$ cat src/rtl/fx3_pkg.sv
// fx3_pkg: thread-select constants, reader state encoding and default read latency
// shared by the FX3 GPIF II slave-FIFO blocks.
package fx3_pkg;

    localparam logic FX3_THREAD0      = 1'b0;
    localparam logic FX3_THREAD1      = 1'b1;
    localparam int   FX3_READ_LATENCY = 2;

    typedef enum logic [2:0] {
        ST_IDLE,
        ST_REQUEST,
        ST_SETUP,
        ST_READ,
        ST_DRAIN,
        ST_RELEASE
    } rd_state_t;

endpackage

$ cat src/rtl/fx3_capture_pipe.sv
// fx3_capture_pipe: delays each issued read strobe by the FX3 read latency and
// captures the data bus into the sink-FIFO push register when it arrives.
module fx3_capture_pipe #(
    parameter int DATA_WIDTH   = 16,
    parameter int READ_LATENCY = 2
) (
    input  logic                  clk,
    input  logic                  rst,
    input  logic                  strobe,
    input  logic [DATA_WIDTH-1:0] bus_data,
    output logic [DATA_WIDTH-1:0] data,
    output logic                  write
);

    logic [READ_LATENCY-1:0] valid;

    always_ff @(posedge clk) begin
        if (rst) begin
            valid <= '0;
            data  <= '0;
            write <= 1'b0;
        end else begin
            valid <= (valid << 1) | READ_LATENCY'(strobe);
            write <= valid[READ_LATENCY-1];
            data  <= valid[READ_LATENCY-1] ? bus_data : data;
        end
    end

endmodule

$ cat src/rtl/fx3_th1_reader.sv
// fx3_th1_reader: FX3 thread-1 slave-FIFO reader; arbitrates for the shared
// address/strobe bus, issues reads and pushes captured words to a sink FIFO.
module fx3_th1_reader
    import fx3_pkg::*;
#(
    parameter int DATA_WIDTH   = 16,
    parameter int READ_LATENCY = FX3_READ_LATENCY,
    parameter int ADDR_SETUP   = 1
) (
    input  logic                  fx3_clock,
    input  logic                  fx3_reset,
    input  logic                  fx3_nReady,
    input  logic                  fx3_th1Ready,
    input  logic                  fx3_th1Watermark,
    input  logic [DATA_WIDTH-1:0] fx3_dataBus,
    output logic                  fx3_nRead,
    output logic                  fx3_nOE,
    output logic                  fx3_addressBus,
    output logic                  bus_request,
    input  logic                  bus_grant,
    output logic [DATA_WIDTH-1:0] rx_data,
    output logic                  rx_write,
    input  logic                  rx_almostFull,
    output logic                  rx_overflow,
    output logic [31:0]           word_count
);

    rd_state_t  state, state_n;
    logic       nready_r, th1_ready_r, watermark_r;
    logic [2:0] cnt, cnt_n;
    logic [3:0] af_cnt;
    logic       nread_n, noe_n, addr_n, req_n;
    logic       read_ok;

    assign read_ok = watermark_r && !nready_r && !rx_almostFull && bus_grant;

    always_ff @(posedge fx3_clock) begin
        if (fx3_reset) begin
            state          <= ST_IDLE;
            cnt            <= '0;
            nready_r       <= 1'b1;
            th1_ready_r    <= 1'b0;
            watermark_r    <= 1'b0;
            fx3_nRead      <= 1'b1;
            fx3_nOE        <= 1'b1;
            fx3_addressBus <= FX3_THREAD0;
            bus_request    <= 1'b0;
        end else begin
            state          <= state_n;
            cnt            <= cnt_n;
            nready_r       <= fx3_nReady;
            th1_ready_r    <= fx3_th1Ready;
            watermark_r    <= fx3_th1Watermark;
            fx3_nRead      <= nread_n;
            fx3_nOE        <= noe_n;
            fx3_addressBus <= addr_n;
            bus_request    <= req_n;
        end
    end

    // Strobe is dropped on the same edge any read condition fails; the drain
    // window then covers every word still in the FX3 read pipeline.
    always_comb begin
        state_n = state;
        cnt_n   = cnt;
        nread_n = 1'b1;
        noe_n   = fx3_nOE;
        addr_n  = fx3_addressBus;
        req_n   = bus_request;
        case (state)
            ST_IDLE: begin
                if (th1_ready_r && !nready_r && !rx_almostFull) begin
                    state_n = ST_REQUEST;
                    req_n   = 1'b1;
                end
            end
            ST_REQUEST: begin
                if (bus_grant) begin
                    state_n = ST_SETUP;
                    addr_n  = FX3_THREAD1;
                    noe_n   = 1'b0;
                    cnt_n   = '0;
                end else if (!th1_ready_r || nready_r) begin
                    state_n = ST_RELEASE;
                end
            end
            ST_SETUP: begin
                if (cnt == 3'(ADDR_SETUP)) begin
                    state_n = watermark_r ? ST_READ : ST_DRAIN;
                    cnt_n   = '0;
                end else begin
                    cnt_n = cnt + 3'd1;
                end
            end
            ST_READ: begin
                if (read_ok) begin
                    nread_n = 1'b0;
                end else begin
                    state_n = ST_DRAIN;
                    cnt_n   = '0;
                end
            end
            ST_DRAIN: begin
                state_n = cnt == 3'(READ_LATENCY) ? ST_RELEASE : ST_DRAIN;
                cnt_n   = cnt + 3'd1;
            end
            ST_RELEASE: begin
                state_n = ST_IDLE;
                noe_n   = 1'b1;
                addr_n  = FX3_THREAD0;
                req_n   = 1'b0;
            end
            default: state_n = ST_IDLE;
        endcase
    end

    fx3_capture_pipe #(
        .DATA_WIDTH  (DATA_WIDTH),
        .READ_LATENCY(READ_LATENCY)
    ) u_capture (
        .clk     (fx3_clock),
        .rst     (fx3_reset),
        .strobe  (!fx3_nRead),
        .bus_data(fx3_dataBus),
        .data    (rx_data),
        .write   (rx_write)
    );

    // A push after almostFull has been high longer than the read pipeline can
    // account for means the sink headroom was breached.
    always_ff @(posedge fx3_clock) begin
        if (fx3_reset) begin
            af_cnt      <= '0;
            rx_overflow <= 1'b0;
            word_count  <= '0;
        end else begin
            af_cnt      <= !rx_almostFull ? '0 : (&af_cnt ? af_cnt : af_cnt + 4'd1);
            rx_overflow <= rx_overflow | (rx_write && af_cnt > 4'(READ_LATENCY + 2));
            word_count  <= word_count + 32'(rx_write);
        end
    end

endmodule

$ cat config.mk
export PLATFORM = sky130hd
export DESIGN_NAME = fx3_th1_reader
export DESIGN_NICKNAME = d
export VERILOG_FILES = /design/src/rtl/fx3_pkg.sv /design/src/rtl/fx3_capture_pipe.sv /design/src/rtl/fx3_th1_reader.sv
export SDC_FILE = /design/constraint.sdc
export NUM_CORES = 1
export LEC_CHECK = 0
export ABC_AREA = 1
export ABC_CLOCK_PERIOD_IN_PS = 2900
export CAP_MARGIN = 20
export CORE_MARGIN = 1.5
export CORE_UTILIZATION = 50
export DETAILED_ROUTE_END_ITERATION = 10
export DONT_BUFFER_PORTS = 1
export PLACE_DENSITY = 0.68
export SYNTH_ARGS = -nofsm -noshare
export SYNTH_HDL_FRONTEND = slang
export SYNTH_SLANG_ARGS = --single-unit
export TNS_END_PERCENT = 10
$ cat constraint.sdc
create_clock -name fx3_clock -period 2.9 [get_ports fx3_clock]
set_input_delay 0.87 -clock fx3_clock [delete_from_list [all_inputs] [get_ports fx3_clock]]
set_output_delay 0.87 -clock fx3_clock [all_outputs]
set_load 0.05 [all_outputs]
==> metrics.sh <==
DRT_FIRST_ITER_VIOLATIONS=173
MAX_SLEW.WORST_PIN.SLEW_NS=0.668
TNS_NS=0
DIE-HEIGHT_MICRONS=83.0
YS.FLOP_TYPE='sky130_fd_sc_hd__dfxtp_1'
SYNTH_CELL_TYPE_COUNT=27
POST_CTS_SIZING_COUNT=0
WORSTPATHARRIVAL_NS=2.24
NETLIST_INSTANCES=476
HTREE_NUM_LEVELS=3
FINALHOLDVIOLATIONS=0
SYNTH_ENABLE_FLOP_CELLS=0
FIRSTDRTPASSITERS=4
WORST_SETUP_PATH_END_KIND='flip-flop'
CELL_ACCOUNTING_FOR_THE_MOST_SYNTHESIZED_AREA='sky130_fd_sc_hd__dfxtp_1'
TOTAL_DIE_AREA_SQ_MM=0.00689
SYNTH_FP_NETS=506
SETUP.WORST_PATH.START_CLASS='flip-flop'
GRT_USE_TOTAL=0.216
CLASSIFICATION_OF_THE_WORST_SLACK_HOLD_PATH='reg -> reg'
CRITICAL_PATH.MAX_FANOUT=5
SYN-CELL-AREA_SQ_MM=0.00320
SYNTHESIS.YOSYS.WARNINGS=0
DRCVIOLATIONCOUNT=0
POWER_PER_CELL_AREA_mW_PER_MM2=559
NETLIST_TOP_CELLS_AREA='sky130_fd_sc_hd__dfxtp_1 43%, sky130_fd_sc_hd__nor2_1 14%, sky130_fd_sc_hd__nand2_1 13%'
ASYNCSETRESETFLOPFRACSYNTH=0
GLOBALPLACE.CONGESTION=0.896
POST-SYNTH-TOP-AREA-FRACTION=0.432
ROW_COUNT=28
NFILLCELLS=593
CLK_LATENCY_NS=0.34
CTS-BUFFERS-INSERTED=9
POST_DRT_WL_PER_CELL_MICRONS=12.7
GRT_REMAINING_OVERFLOW=0
CP_DATA_REQUIRED_TIME_NS=3.13
CRIT_PATH_CELL_TRACE='ha_1, nand2_1, nor2_4, nand3b_2, nor2_1, nand3_1, nand2_1, nor2_1'
PATH_CLK_SLEW_NS=0.08
PATH_CLASS='reg -> reg'
SLEW_HEADROOM=0.554
OUTCOME='finished clean'
N_ANTENNA_CELL=0
IO_BUFFER_COUNT=0
CAP_VIOLATIONS=0
POSTROUTEANTENNANETS=0
DP_HPWL_MM=5.36
FIRST_PASS_GRT_WIRE_LENGTH_MM=12.2
SYNTHMOSTINSTANTIATEDCELL='sky130_fd_sc_hd__nor2_1'
POST_ROUTE_CELLS_DRIVE_ABOVE_1_SHARE=0.0598
CTS_TREE='built'
SETUP_VIOL_COUNT_FINAL=0
LAYOUT_WORST_PATH_CYCLE_SHARE=0.691
WIRELENGTH_MM=7.14
CTS.REPAIR_TIMING.SETUP_BUFFER_COUNT=0
YS_SEQ_ELEMENTS=69
DIE_X_MICRONS=83.0
CTS_NUM_SINKS=69
SLEW_VIOL_FINAL=0
FINAL_NET_COUNT=511
REPORT.POWER.TOTAL_mW=1.94
CORE-AREA_SQ_MM=0.00606
ANTENNA_FOUND_INITIAL=0
CLK_PATH_BUF_DEPTH=2
SYNTH_TOP_CELLS_BY_COUNT='116 x sky130_fd_sc_hd__nor2_1, 107 x sky130_fd_sc_hd__nand2_1, 69 x sky130_fd_sc_hd__dfxtp_1, 49 x sky130_fd_sc_hd__inv_1, 33 x sky130_fd_sc_hd__a21oi_1'
TIMING.CRITICAL_PATH.SLOWEST_CELL_DELAY_NS=0.71
WORST_IR_DROP_VDD_mV=0.377
FIN_CRIT_NS=2.00
VIA_COUNT_OF_THE_FIRST_GLOBAL_ROUTING_PASS=2742
VIAS_PER_CELL=5.14
LEAKAGEPOWER_nW=1.27
NUM_VIAS=2876
YS_SEQ_AREA_FRAC=0.432
CTS_HOLD_BUF=0
IO_PINS=77
AREA_DELTA_SYNTH_FINAL_PCT=8.53
SYNTHESIS.AREA_PER_INSTANCE_SQ_UM=6.72
RSZ_0062_RAISED_AFTER_GLOBAL_ROUTING='no'
CLOCK_SKEW_NS=0.00559
CLOCK.FMAX_MHz=499
LARGEST_NET_DEGREE_AT_THE_START_OF_GLOBAL_ROUTING=35
CRITICAL_PATH.SLOWEST_CELL='sky130_fd_sc_hd__dfxtp_1'
ROOT_BUFFER='sky130_fd_sc_hd__clkbuf_8'
INITIAL_STANDARD_CELL_UTILIZATION_OF_THE_CORE=0.528
per-layer routing:
layer  wire length, microns  track usage  vias up
li1                       -            -     1505
met1                   3250        0.254     1303
met2                   3430        0.368       64
met3                    412       0.0765        4
met4                     49       0.0712        0
met5                      0            0        -
metrics by stage:
| step | instances | hold slack, ns | cell area, sq um | setup slack [ns] | utilization |
|---|---|---|---|---|---|
| 2_1_floorplan | 476 | 0.388 | 3200 | 0.953 | - |
| 3_3_place_gp | 545 | 0.393 | 3280 | 1.02 | 0.541 |
| 3_5_place_dp | 545 | 0.412 | 3280 | 0.937 | 0.541 |
| 4_1_cts | 560 | 0.424 | 3470 | 0.914 | 0.573 |
| 5_1_grt | 560 | 0.451 | 3470 | 0.749 | 0.573 |
| 6_report | 560 | 0.417 | 3470 | 0.897 | 0.573 |
where the power goes:
group	internal [mW]	switching [mW]
Sequential	0.970	0.0516
Clock	0.395	0.367
Combinational	0.0561	0.102
Total	1.42	0.520
cell usage in the layout, fill, tap and decap left out, types with 4 or more instances in the layout:
cell,count
sky130_fd_sc_hd__a21oi_1,33
sky130_fd_sc_hd__clkbuf_8,9
sky130_fd_sc_hd__dfxtp_1,69
sky130_fd_sc_hd__ha_1,7
sky130_fd_sc_hd__inv_1,49
sky130_fd_sc_hd__nand2_1,107
sky130_fd_sc_hd__nand3_1,27
sky130_fd_sc_hd__nor2_1,116
sky130_fd_sc_hd__nor2_4,4
sky130_fd_sc_hd__o21ai_0,32
flip-flops by register name, indices dropped and copies added, names as in the netlist:
| signal | cells |
|---|---|
| fx3_nRead | 1 |
| state | 3 |
| af_cnt | 4 |
| nready_r | 1 |
| th1_ready_r | 1 |
| cnt | 3 |
| u_capture.write | 1 |
| u_capture.valid | 2 |
| fx3_nOE | 1 |
| bus_request | 1 |
| fx3_addressBus | 1 |
| word_count | 32 |
| watermark_r | 1 |
| rx_overflow | 1 |
| u_capture.data | 16 |
critical path: cells and delay by family, from the launching register on:
kind	cells	cell delay [ns]
flops	1	0.71
simple gates	7	0.87
fa+ha+maj	1	0.32
final timing paths:
check	startpoint	end	slack, ns	cells past startpoint
worst min-delay path	u_capture.valid[0]$_SDFF_PP0_	u_capture.valid[1]$_SDFF_PP0_	0.42	2
worst max-delay path	word_count[1]$_SDFF_PP0_	word_count[22]$_SDFF_PP0_	0.90	8
worst max register to register	word_count[1]$_SDFF_PP0_	word_count[22]$_SDFF_PP0_	0.90	8
worst min register to register	u_capture.valid[0]$_SDFF_PP0_	u_capture.valid[1]$_SDFF_PP0_	0.42	2
area by class of cell:
type                    count  area [sq um]  area share
clock buffers              10           128      0.0368
inverters                  51           191      0.0551
flip-flops and latches     69          1380       0.398
clock inverters             5          62.6      0.0180
well taps                  75          93.8      0.0270
multi-input cells         347          1590       0.459
repair buffers              3          22.5     0.00649
cells by family (layout without fill, tap and decap cells):
group,Yosys count,in the layout,synth area share
simple gates,266,266,0.345
compound gates,69,69,0.112
flops,69,69,0.432
buf+inv,60,69,0.0704
fa+ha+maj,7,7,0.0274
xor+xnor,5,5,0.0137
(Power assumes the default switching activity.)
